[src/rtl/mem_arb_pkg.sv]
// Shared types and constants for the data-cache port arbiter.
package mem_arb_pkg;

   typedef enum logic [1:0] {
      IDLE    = 2'd0,
      LOAD    = 2'd1,
      STORE   = 2'd2,
      LD_KILL = 2'd3
   } arb_state_e;

   localparam int unsigned STARVE_MAX_DEF = 4;
   localparam int unsigned STARVE_CNT_W   = 4;

endpackage

[src/rtl/arb_starve_cnt.sv]
// Store-starvation counter: counts load grants issued while a store waits.
module arb_starve_cnt
   import mem_arb_pkg::*;
#(
   parameter int unsigned STARVE_MAX = STARVE_MAX_DEF
) (
   input  logic clk_i,
   input  logic rst_ni,
   input  logic str_req_i,
   input  logic ld_grant_i,
   input  logic st_grant_i,
   output logic starve_hit_o
);

   localparam logic [STARVE_CNT_W-1:0] LIMIT = STARVE_CNT_W'(STARVE_MAX);

   logic [STARVE_CNT_W-1:0] cnt_q, cnt_d;

   // Saturate instead of wrapping so a long load burst cannot hide a waiting store.
   always_comb begin
      cnt_d = cnt_q;
      if (!str_req_i || st_grant_i) begin
         cnt_d = '0;
      end else if (ld_grant_i && (cnt_q != '1)) begin
         cnt_d = cnt_q + 1'b1;
      end
   end

   always_ff @(posedge clk_i or negedge rst_ni) begin
      if (!rst_ni) begin
         cnt_q <= '0;
      end else begin
         cnt_q <= cnt_d;
      end
   end

   assign starve_hit_o = (cnt_q >= LIMIT);

endmodule

[src/rtl/mem_port_arbiter.sv]
// Data-cache port arbiter between the load unit and the store-queue drain.
// Optional store anti-starvation logic is enabled with `define MEM_ARB_STARVE_EN.
module mem_port_arbiter
   import mem_arb_pkg::*;
#(
   parameter int unsigned AW         = 16,
   parameter int unsigned DW         = 16,
   parameter int unsigned STARVE_MAX = STARVE_MAX_DEF
) (
   input  logic          clk,
   input  logic          rst,
   input  logic          ld_req,
   input  logic [AW-1:0] addr_ld,
   input  logic          str_req,
   input  logic [AW-1:0] addr_str,
   input  logic [DW-1:0] data_ca,
   input  logic          stll_str,
   input  logic          flsh,
   input  logic          done,
   output logic          ld_grnt,
   output logic          str_grnt,
   output logic          cache_req,
   output logic          cache_we,
   output logic [AW-1:0] cache_addr,
   output logic [DW-1:0] cache_wdata,
   output logic          ld_vld
);

   arb_state_e    state_q, state_d;
   arb_state_e    arb_pick;
   logic          arb_go;
   logic          starve_hit;
   logic [AW-1:0] addr_q, addr_d;
   logic [DW-1:0] wdata_q, wdata_d;
   logic          ld_vld_q, ld_vld_d;

   // A flush blocks new loads, which also covers flush coinciding with done.
   always_comb begin
      arb_pick = IDLE;
      if (str_req && (stll_str || starve_hit)) begin
         arb_pick = STORE;
      end else if (ld_req && !flsh) begin
         arb_pick = LOAD;
      end else if (str_req) begin
         arb_pick = STORE;
      end
   end

   always_comb begin
      state_d  = state_q;
      addr_d   = addr_q;
      wdata_d  = wdata_q;
      ld_vld_d = 1'b0;
      arb_go   = 1'b0;
      case (state_q)
         IDLE:    arb_go = 1'b1;
         LOAD: begin
            if (done) begin
               ld_vld_d = !flsh;
               arb_go   = 1'b1;
            end else if (flsh) begin
               state_d = LD_KILL;
            end
         end
         STORE:   arb_go = done;
         LD_KILL: if (done) state_d = IDLE;
         default: state_d = IDLE;
      endcase
      if (arb_go) begin
         state_d = arb_pick;
         if (arb_pick == LOAD) begin
            addr_d  = addr_ld;
            wdata_d = '0;
         end else if (arb_pick == STORE) begin
            addr_d  = addr_str;
            wdata_d = data_ca;
         end
      end
   end

   always_ff @(posedge clk or negedge rst) begin
      if (!rst) begin
         state_q  <= IDLE;
         addr_q   <= '0;
         wdata_q  <= '0;
         ld_vld_q <= 1'b0;
      end else begin
         state_q  <= state_d;
         addr_q   <= addr_d;
         wdata_q  <= wdata_d;
         ld_vld_q <= ld_vld_d;
      end
   end

`ifdef MEM_ARB_STARVE_EN
   logic ld_issue, st_issue;

   assign ld_issue = arb_go && (arb_pick == LOAD);
   assign st_issue = arb_go && (arb_pick == STORE);

   arb_starve_cnt #(
      .STARVE_MAX(STARVE_MAX)
   ) u_starve_cnt (
      .clk_i       (clk),
      .rst_ni      (rst),
      .str_req_i   (str_req),
      .ld_grant_i  (ld_issue),
      .st_grant_i  (st_issue),
      .starve_hit_o(starve_hit)
   );
`else
   assign starve_hit = 1'b0;
`endif

   assign ld_grnt     = (state_q == LOAD);
   assign str_grnt    = (state_q == STORE);
   assign cache_req   = (state_q != IDLE);
   assign cache_we    = (state_q == STORE);
   assign cache_addr  = addr_q;
   assign cache_wdata = wdata_q;
   assign ld_vld      = ld_vld_q;

   a_grant_onehot: assert property (@(posedge clk) disable iff (!rst) !(ld_grnt && str_grnt));
   a_starve_range: assert property (@(posedge clk) (STARVE_MAX >= 1) && (STARVE_MAX <= 15));

endmodule
[config.mk]
export PLATFORM = sky130hd
export DESIGN_NAME = mem_port_arbiter
export DESIGN_NICKNAME = d
export VERILOG_FILES = /design/src/rtl/mem_arb_pkg.sv /design/src/rtl/arb_starve_cnt.sv /design/src/rtl/mem_port_arbiter.sv
export SDC_FILE = /design/constraint.sdc
export NUM_CORES = 1
export LEC_CHECK = 0
export ABC_CLOCK_PERIOD_IN_PS = 2029
export CELL_PAD_IN_SITES_DETAIL_PLACEMENT = 0
export CELL_PAD_IN_SITES_GLOBAL_PLACEMENT = 2
export CORE_MARGIN = 4
export CORE_UTILIZATION = 23
export CTS_CLUSTER_SIZE = 10
export DETAILED_ROUTE_END_ITERATION = 8
export GPL_ROUTABILITY_DRIVEN = 1
export GPL_TIMING_DRIVEN = 0
export PLACE_DENSITY_LB_ADDON = 0.1
export SKIP_LAST_GASP = 1
export SLEW_MARGIN = 15
export SYNTH_ARGS = -nofsm -noshare
export SYNTH_HDL_FRONTEND = slang
export SYNTH_SLANG_ARGS = --single-unit
[constraint.sdc]
create_clock -name clk -period 2.03 [get_ports clk]
set_input_delay 0.406 -clock clk [delete_from_list [all_inputs] [get_ports clk]]
set_output_delay 0.406 -clock clk [all_outputs]
set_load 0.05 [all_outputs]
==> Implementation_results.wiki, run 1 <==
{| class="wikitable"
! Metric !! Value
|-
| Mean routed wirelength per cell || 13.9 um
|-
| Unrepaired setup endpoints after global routing || true
|-
| Primary FF master, synth || sky130_fd_sc_hd__dfrtp_1
|-
| Number of antenna violations at the first check in global routing || 0
|-
| Overall fraction of global-route tracks in use || 11.3%
|-
| Power consumption || 5140 uW
|-
| CTS sink count || 35
|-
| Die Height || 97.2 um
|-
| Most numerous cell in the Yosys netlist || sky130_fd_sc_hd__dfrtp_1
|-
| Total Nets Final || 340
|-
| GPL Wtd Cong || 0.734
|-
| Count of synthesis-stage warnings from yosys || 0
|-
| Fraction of the yosys area taken by sequential cells || 47.8%
|-
| Synth cell types || 24
|-
| Detailed Routing Iterations Pass 1 || 4
|-
| Residual DRC count || 0
|-
| Final hold violation count || 0
|-
| Number of cells on the worst reg-to-reg path || 8
|-
| Achievable clock frequency || 0.508 GHz
|-
| Syn Std Cell Area || 1830 um^2
|-
| Cell repeated most along the worst path || sky130_fd_sc_hd__buf_6
|-
| Worst vdd rail ir drop || 0.760 mV
|-
| Count of placed standard cells including taps || 364
|-
| Hold Path Class || in -> async
|-
| Cell taking the most area after synthesis || sky130_fd_sc_hd__dfrtp_1
|-
| Vias after detailed routing || 1595
|-
| Wirelength, routed || 5.31 mm
|-
| Number of placement rows || 32
|-
| Cell at the root of the clock tree || sky130_fd_sc_hd__clkbuf_8
|-
| First-pass GRT wire length || 8.63 mm
|-
| Final setup violating endpoints || 0
|-
| Total gr overflow || 0
|-
| Die span in x || 97.2 um
|-
| Synthesis-to-finish area growth || 72.8%
|-
| H-tree levels || 2
|-
| # diodes || 0
|-
| Arr. time, crit path || 2190 ps
|-
| Crit path max fanout || 5
|-
| CTS Buffer Depth || 2
|-
| Clock Latency Late Sink || 280 ps
|-
| Cts bufs inserted || 5
|-
| Final Instance Area || 3160 um^2
|-
| Detailed-route vias per instance || 4.18
|-
| Pwr Density || 1620 nW/um^2
|-
| Crit share post-route || 97.0%
|-
| DR iter-0 viols || 26
|-
| Worst clock skew || 3.49 ps
|-
| Number of top-level design ports || 92
|-
| TritonCTS clock tree || built
|-
| Number of nets with antenna violations after routing || 0
|-
| Area share of the largest cell type after synthesis || 47.8%
|-
| EDFF count, synth || 0
|-
| Number of global-route vias before repair || 1619
|-
| Outcome || finished clean
|-
| Time the final worst path needs with I/O delays and setup || 1970 ps
|-
| Rel. slew slack || 64.6%
|-
| Initial core utilization || 23.7%
|-
| Final Worst Setup Slack || 61.6 ps
|-
| Register bit total from synthesis || 35
|-
| Count of port buffers added during placement || 91
|-
| Crit. End Element || register
|-
| Maximum cell stage delay along the critical path || 340 ps
|-
| Setup TNS || 0 ps
|-
| DP HPWL || 3.85 mm
|-
| Pin count of the biggest net entering global routing || 20
|-
| Top cells by area, synth || sky130_fd_sc_hd__dfrtp_1, sky130_fd_sc_hd__o21ai_2, sky130_fd_sc_hd__mux2i_1
|-
| Critical Path, Cell by Cell || dlygate4sd2_1 -> nand2b_4 -> or2_4 -> nand2_4 -> ha_4 -> or3_4 -> buf_6 -> buf_6 -> bufbuf_16 -> o21ai_2
|-
| Total nets after synthesis || 230
|-
| Final count of pins violating max slew || 0
|-
| Post-synth ARST share || 100%
|-
| Max-cap violation count || 0
|-
| Number of cells in the finished layout apart from fillers || 382
|-
| Kind of critical path || in -> reg
|-
| Worst path slowest cell || sky130_fd_sc_hd__or3_4
|-
| Sort of element at the start of the critical path || primary input
|-
| Mean instance size in the synthesized netlist || 10.8 um^2
|-
| Actual transition at the worst max-transition pin || 529 ps
|-
| Die Area || 9450 um^2
|-
| Worst-path clk slew || 70 ps
|-
| Synthesized instance count || 170
|-
| Worst Setup Slack post-DPL || -672 ps
|-
| Standby leakage power || 0.00138 uW
|-
| Cell area after placement || 2890 um^2
|-
| Share of layout cells above drive strength 1 || 26.1%
|-
| CP required || 2250 ps
|-
| Core ar. || 7730 um^2
|-
| Commonest cells in the synthesized netlist || sky130_fd_sc_hd__dfrtp_1, sky130_fd_sc_hd__nand2_1, sky130_fd_sc_hd__o21ai_2
|}
==> final timing paths <==
check                                from         endpoint  slack (ps)
hold reg to reg            cache_addr[10]   cache_addr[10]         480
setup reg to reg               state_q[1]  cache_wdata[10]          90
max in group asynchronous             rst  cache_wdata[11]        1490
min in group clk                     flsh           ld_vld         300
hold / removal                        rst   cache_wdata[3]          80
setup / recovery                   ld_req  cache_wdata[10]          60
==> cell type report <==
| cell class | count | area [um^2] |
|---|---|---|
| timing repair buffer | 103 | 1060 |
| sequential | 35 | 877 |
| inverter | 4 | 15.0 |
| tap | 102 | 128 |
| fill | 789 | 4560 |
| clock buffer | 6 | 82.6 |
| multi-input combinational | 120 | 882 |
| buffer | 11 | 113 |
| clock inverter | 1 | 5.00 |
==> routing by layer <==
metal / routed length, um / track usage (%)
met3: 325 / 3.52
met1: 2410 / 14.6
met2: 2550 / 18.3
met5: 0 / 0
met4: 32 / 2.88
==> state kept, by name, indices dropped and copies added, names as in the netlist <==
name and count:
cache_addr 16, ld_vld 1, state_q 2, cache_wdata 16
==> what timing repair did <==
| action | in CTS | in global routing |
|---|---|---|
| setup endpoints to repair | 36 | 7 |
| setup buffers | 5 | 3 |
| pin swaps | 5 | 0 |
| cloned | 3 | 0 |
| gates resized for setup | 29 | 4 |
| hold buffers | 0 | 0 |
| hold endpoints to repair | 0 | 0 |
==> logic make-up (layout without fill, tap and decap cells) <==
group                      after synthesis  after routing  synth area share, %
DFF                                     35             35                 47.8
muxes                                   16             16                 8.75
adders and majority gates                5              5                 3.42
AOI/OAI and AO/OA                       43             43                 19.4
and+or+nand+nor                         56             56                 14.4
buffers and inverters                   15            125                 6.22
==> placed cells by master (no fill, tap or decap), types with 2 or more instances in the layout <==
cell                               n
sky130_fd_sc_hd__nand2b_1         17
sky130_fd_sc_hd__bufbuf_16         2
sky130_fd_sc_hd__a221oi_1          2
sky130_fd_sc_hd__nand2_1          32
sky130_fd_sc_hd__a21oi_2           2
sky130_fd_sc_hd__inv_1             3
sky130_fd_sc_hd__o21ai_0           3
sky130_fd_sc_hd__buf_2             2
sky130_fd_sc_hd__o21ai_1           4
sky130_fd_sc_hd__buf_6             7
sky130_fd_sc_hd__clkbuf_2          3
sky130_fd_sc_hd__dfrtp_1          34
sky130_fd_sc_hd__o21ai_2          28
sky130_fd_sc_hd__clkbuf_8          6
sky130_fd_sc_hd__buf_4             8
sky130_fd_sc_hd__clkdlybuf4s50_1  82
sky130_fd_sc_hd__dlygate4sd2_1     4
sky130_fd_sc_hd__mux2i_1          16
sky130_fd_sc_hd__clkdlybuf4s15_2   2
sky130_fd_sc_hd__ha_1              4
==> where the power goes <==
part / internal (uW) / total [uW] / switching (uW)
logic: 1380 / 3420 / 2050
registers: 1020 / 1190 / 171
clock network: 266 / 520 / 254
total: 2660 / 5140 / 2470
==> through the flow <==
step / hold WS (ps) / util, %
after global routing: 124 / 40.9
after detailed placement: 410 / 37.4
after floorplan: 110 / -
after CTS: 95.9 / 40.8
final: 82.1 / 40.9
after global placement: 460 / 37.1
==> critical path: cells and delay by family <==
family	cells	cell delay, ps
compound gates	1	110
fa+ha+maj	1	190
simple gates	4	720
buf+inv	4	750
Power figures use the tool's default switching activity.
==> run 2, diff against run 1 <==
CORE_UTILIZATION = 24   (was 23)
CTS_BUF_LIST = sky130_fd_sc_hd__clkbuf_8   (was not set)
==> Implementation_results.wiki, run 2 (synthesized netlist as in run 1, its figures left out) <==
{| class="wikitable"
! Metric !! Value
|-
| Outcome || finished clean
|-
| Hold Path Class || in -> async
|-
| Unrepaired setup endpoints after global routing || false
|-
| Residual DRC count || 0 (unchanged)
|-
| Highest-count cells in the layout ignoring fill and taps || sky130_fd_sc_hd__clkdlybuf4s50_1, sky130_fd_sc_hd__nand2_1, sky130_fd_sc_hd__dfrtp_1
|-
| Sort of element at the start of the critical path || primary input
|-
| Total Nets Final || 333 (-2.1%)
|-
| Cell area after placement || 2890 um^2 (-0.13%)
|-
| GPL Wtd Cong || 0.764 (+4.0%)
|-
| Number of placement rows || 31 (-3.1%)
|-
| Max-cap violation count || 0 (unchanged)
|-
| Crit share post-route || 96.4% (-0.60 points)
|-
| Final count of pins violating max slew || 0 (unchanged)
|-
| Setup TNS || 0 ps (unchanged)
|-
| Final Instance Area || 3060 um^2 (-3.2%)
|-
| CTS Buffer Depth || 2 (unchanged)
|-
| Worst vdd rail ir drop || 0.820 mV (+7.8%)
|-
| Worst-path clk slew || 70 ps (about the same)
|-
| Number of antenna violations at the first check in global routing || 0 (unchanged)
|-
| Family of cells with the greatest summed delay on the critical path || simple AND/OR/NAND/NOR gates
|-
| Die Area || 9090 um^2 (-3.8%)
|-
| Worst path slowest cell || sky130_fd_sc_hd__or3_4
|-
| First-pass GRT wire length || 8.25 mm (-4.4%)
|-
| Overall fraction of global-route tracks in use || 12.0% (+0.67 points)
|-
| Number of top-level design ports || 92 (unchanged)
|-
| Crit. End Element || register
|-
| DR iter-0 viols || 44 (+69%)
|-
| Critical path buffers and inverters || 3 (-1)
|-
| Detailed Routing Iterations Pass 1 || 4 (unchanged)
|-
| CTS sink count || 35 (unchanged)
|-
| TritonCTS clock tree || built
|-
| Pwr Density || 1650 nW/um^2 (+1.6%)
|-
| Standby leakage power || 0.00133 uW (-3.5%)
|-
| Wirelength, routed || 5.19 mm (-2.4%)
|-
| Initial core utilization || 25.0% (+1.3 points)
|-
| Final setup violating endpoints || 0 (unchanged)
|-
| Number of global-route vias before repair || 1640 (+1.3%)
|-
| Utilization after layout || 41.7% (+0.82 points)
|-
| Actual transition at the worst max-transition pin || 532 ps (+2.23 ps)
|-
| Arr. time, crit path || 2130 ps (-60 ps)
|-
| Core ar. || 7330 um^2 (-5.1%)
|-
| Detailed-route vias per instance || 4.20 (+0.56%)
|-
| Rel. slew slack || 64.5% (-0.15 points)
|-
| Crit path max fanout || 5 (unchanged)
|-
| Synthesis-to-finish area growth || 67.2%
|-
| Die Height || 95.3 um (-1.9%)
|-
| Achievable clock frequency || 0.511 GHz (+0.62%)
|-
| Kind of critical path || in -> reg
|-
| Die span in x || 95.3 um (-1.9%)
|-
| Maximum cell stage delay along the critical path || 390 ps (+50 ps)
|-
| Share of layout cells above drive strength 1 || 22.7% (-3.4 points)
|-
| DP HPWL || 3.93 mm (+2.0%)
|-
| Worst clock skew || 7.79 ps (+4.30 ps)
|-
| Count of port buffers added during placement || 91 (unchanged)
|-
| # diodes || 0 (unchanged)
|-
| Time the final worst path needs with I/O delays and setup || 1960 ps (-12.1 ps)
|-
| Mean routed wirelength per cell || 13.9 um (+0.23%)
|-
| Final hold violation count || 0 (unchanged)
|-
| Most common library cell in the layout ignoring fill and taps || sky130_fd_sc_hd__clkdlybuf4s50_1
|-
| Power consumption || 5050 uW (-1.7%)
|-
| Pin count of the biggest net entering global routing || 19 (-5.0%)
|-
| Cts bufs inserted || 5 (unchanged)
|-
| Number of nets with antenna violations after routing || 0 (unchanged)
|-
| Total gr overflow || 0 (unchanged)
|-
| Vias after detailed routing || 1562 (-2.1%)
|-
| H-tree levels || 2 (unchanged)
|-
| Number of fillers in the final layout || 725 (-8.1%)
|-
| Critical Path, Cell by Cell || dlygate4sd2_1 -> nand2b_4 -> or2_4 -> nand2_1 -> ha_1 -> or3_4 -> buf_6 -> bufbuf_16 -> nand2_1 -> o21ai_2
|-
| Cell repeated most along the worst path || sky130_fd_sc_hd__nand2_1
|-
| CP required || 2200 ps (-50 ps)
|-
| Clock Latency Late Sink || 280 ps (about the same)
|-
| Cell at the root of the clock tree || sky130_fd_sc_hd__clkbuf_8
|-
| Count of hold-fix buffers inserted at cts || 0 (unchanged)
|}
-- run 2: metal layers --
| layer | share of wire (%) | vias up | GRT usage (%) |
|---|---|---|---|
| met5 | 0 | - | 0 |
| met4 | 1.2 | 0 | 3.61 |
| met3 | 8.0 | 6 | 3.47 |
| met2 | 51 | 49 | 20.6 |
| met1 | 40 | 725 | 14.3 |
| li1 | - | 782 | - |
-- run 2: worst paths after layout --
check / end / startpoint / slack [ps] / cells past startpoint
worst max-delay path: cache_addr[8] / ld_req / 70 / 10
worst max register to register: cache_addr[8] / state_q[1] / 130 / 8
worst min-delay path: cache_addr[7] / rst / 70 / 1
min in group clk: ld_vld / flsh / 310 / 2
max in group asynchronous: state_q[0] / rst / 1490 / 2
worst min register to register: cache_addr[2] / cache_addr[2] / 470 / 2
-- run 2: area by class of cell --
type                            instances  area (um^2)  area share, %
Multi-Input combinational cell        120          860           28.1
Tap cell                               99          124           4.05
Buffer                                 11          113           3.68
Sequential cell                        35          877           28.7
Clock buffer                            5         68.8           2.25
Inverter                                4         15.0          0.491
Timing Repair Buffer                   96          970           31.7
Clock inverter                          2         33.8           1.10
-- run 2: metrics by stage --
step | hold slack, ps | setup slack (ps) | cells
2_1_floorplan | 110 | 66.3 | 170
3_3_place_gp | 461 | -669 | 360
3_5_place_dp | 395 | -667 | 361
4_1_cts | 78.4 | -92.1 | 372
5_1_grt | 92.4 | 0.0511 | 372
6_report | 68.3 | 73.7 | 372
-- run 2: worst reg2reg max path, stage by stage, from the launching register on --
cell and delay [ps]:
sky130_fd_sc_hd__dfrtp_1 430, sky130_fd_sc_hd__inv_1 110, sky130_fd_sc_hd__ha_1 300, sky130_fd_sc_hd__a21oi_2 90, sky130_fd_sc_hd__or3_4 350, sky130_fd_sc_hd__buf_6 150
sky130_fd_sc_hd__bufbuf_16 260, sky130_fd_sc_hd__nand2_1 70, sky130_fd_sc_hd__o21ai_2 50
-- run 2: power breakdown --
| part | switching, uW | internal, uW | leakage [uW] |
|---|---|---|---|
| Combinational | 2010 | 1240 | 0.000835 |
| Clock | 244 | 355 | 0.0000554 |
| Sequential | 175 | 1020 | 0.000438 |
-- run 2: repair_timing --
item | CTS | global route
pin swaps | 2 | 0
resized for setup | 21 | 8
cloned | 2 | 0
endpoints found under the setup margin | 36 | 26
buffers inserted | 2 | 0
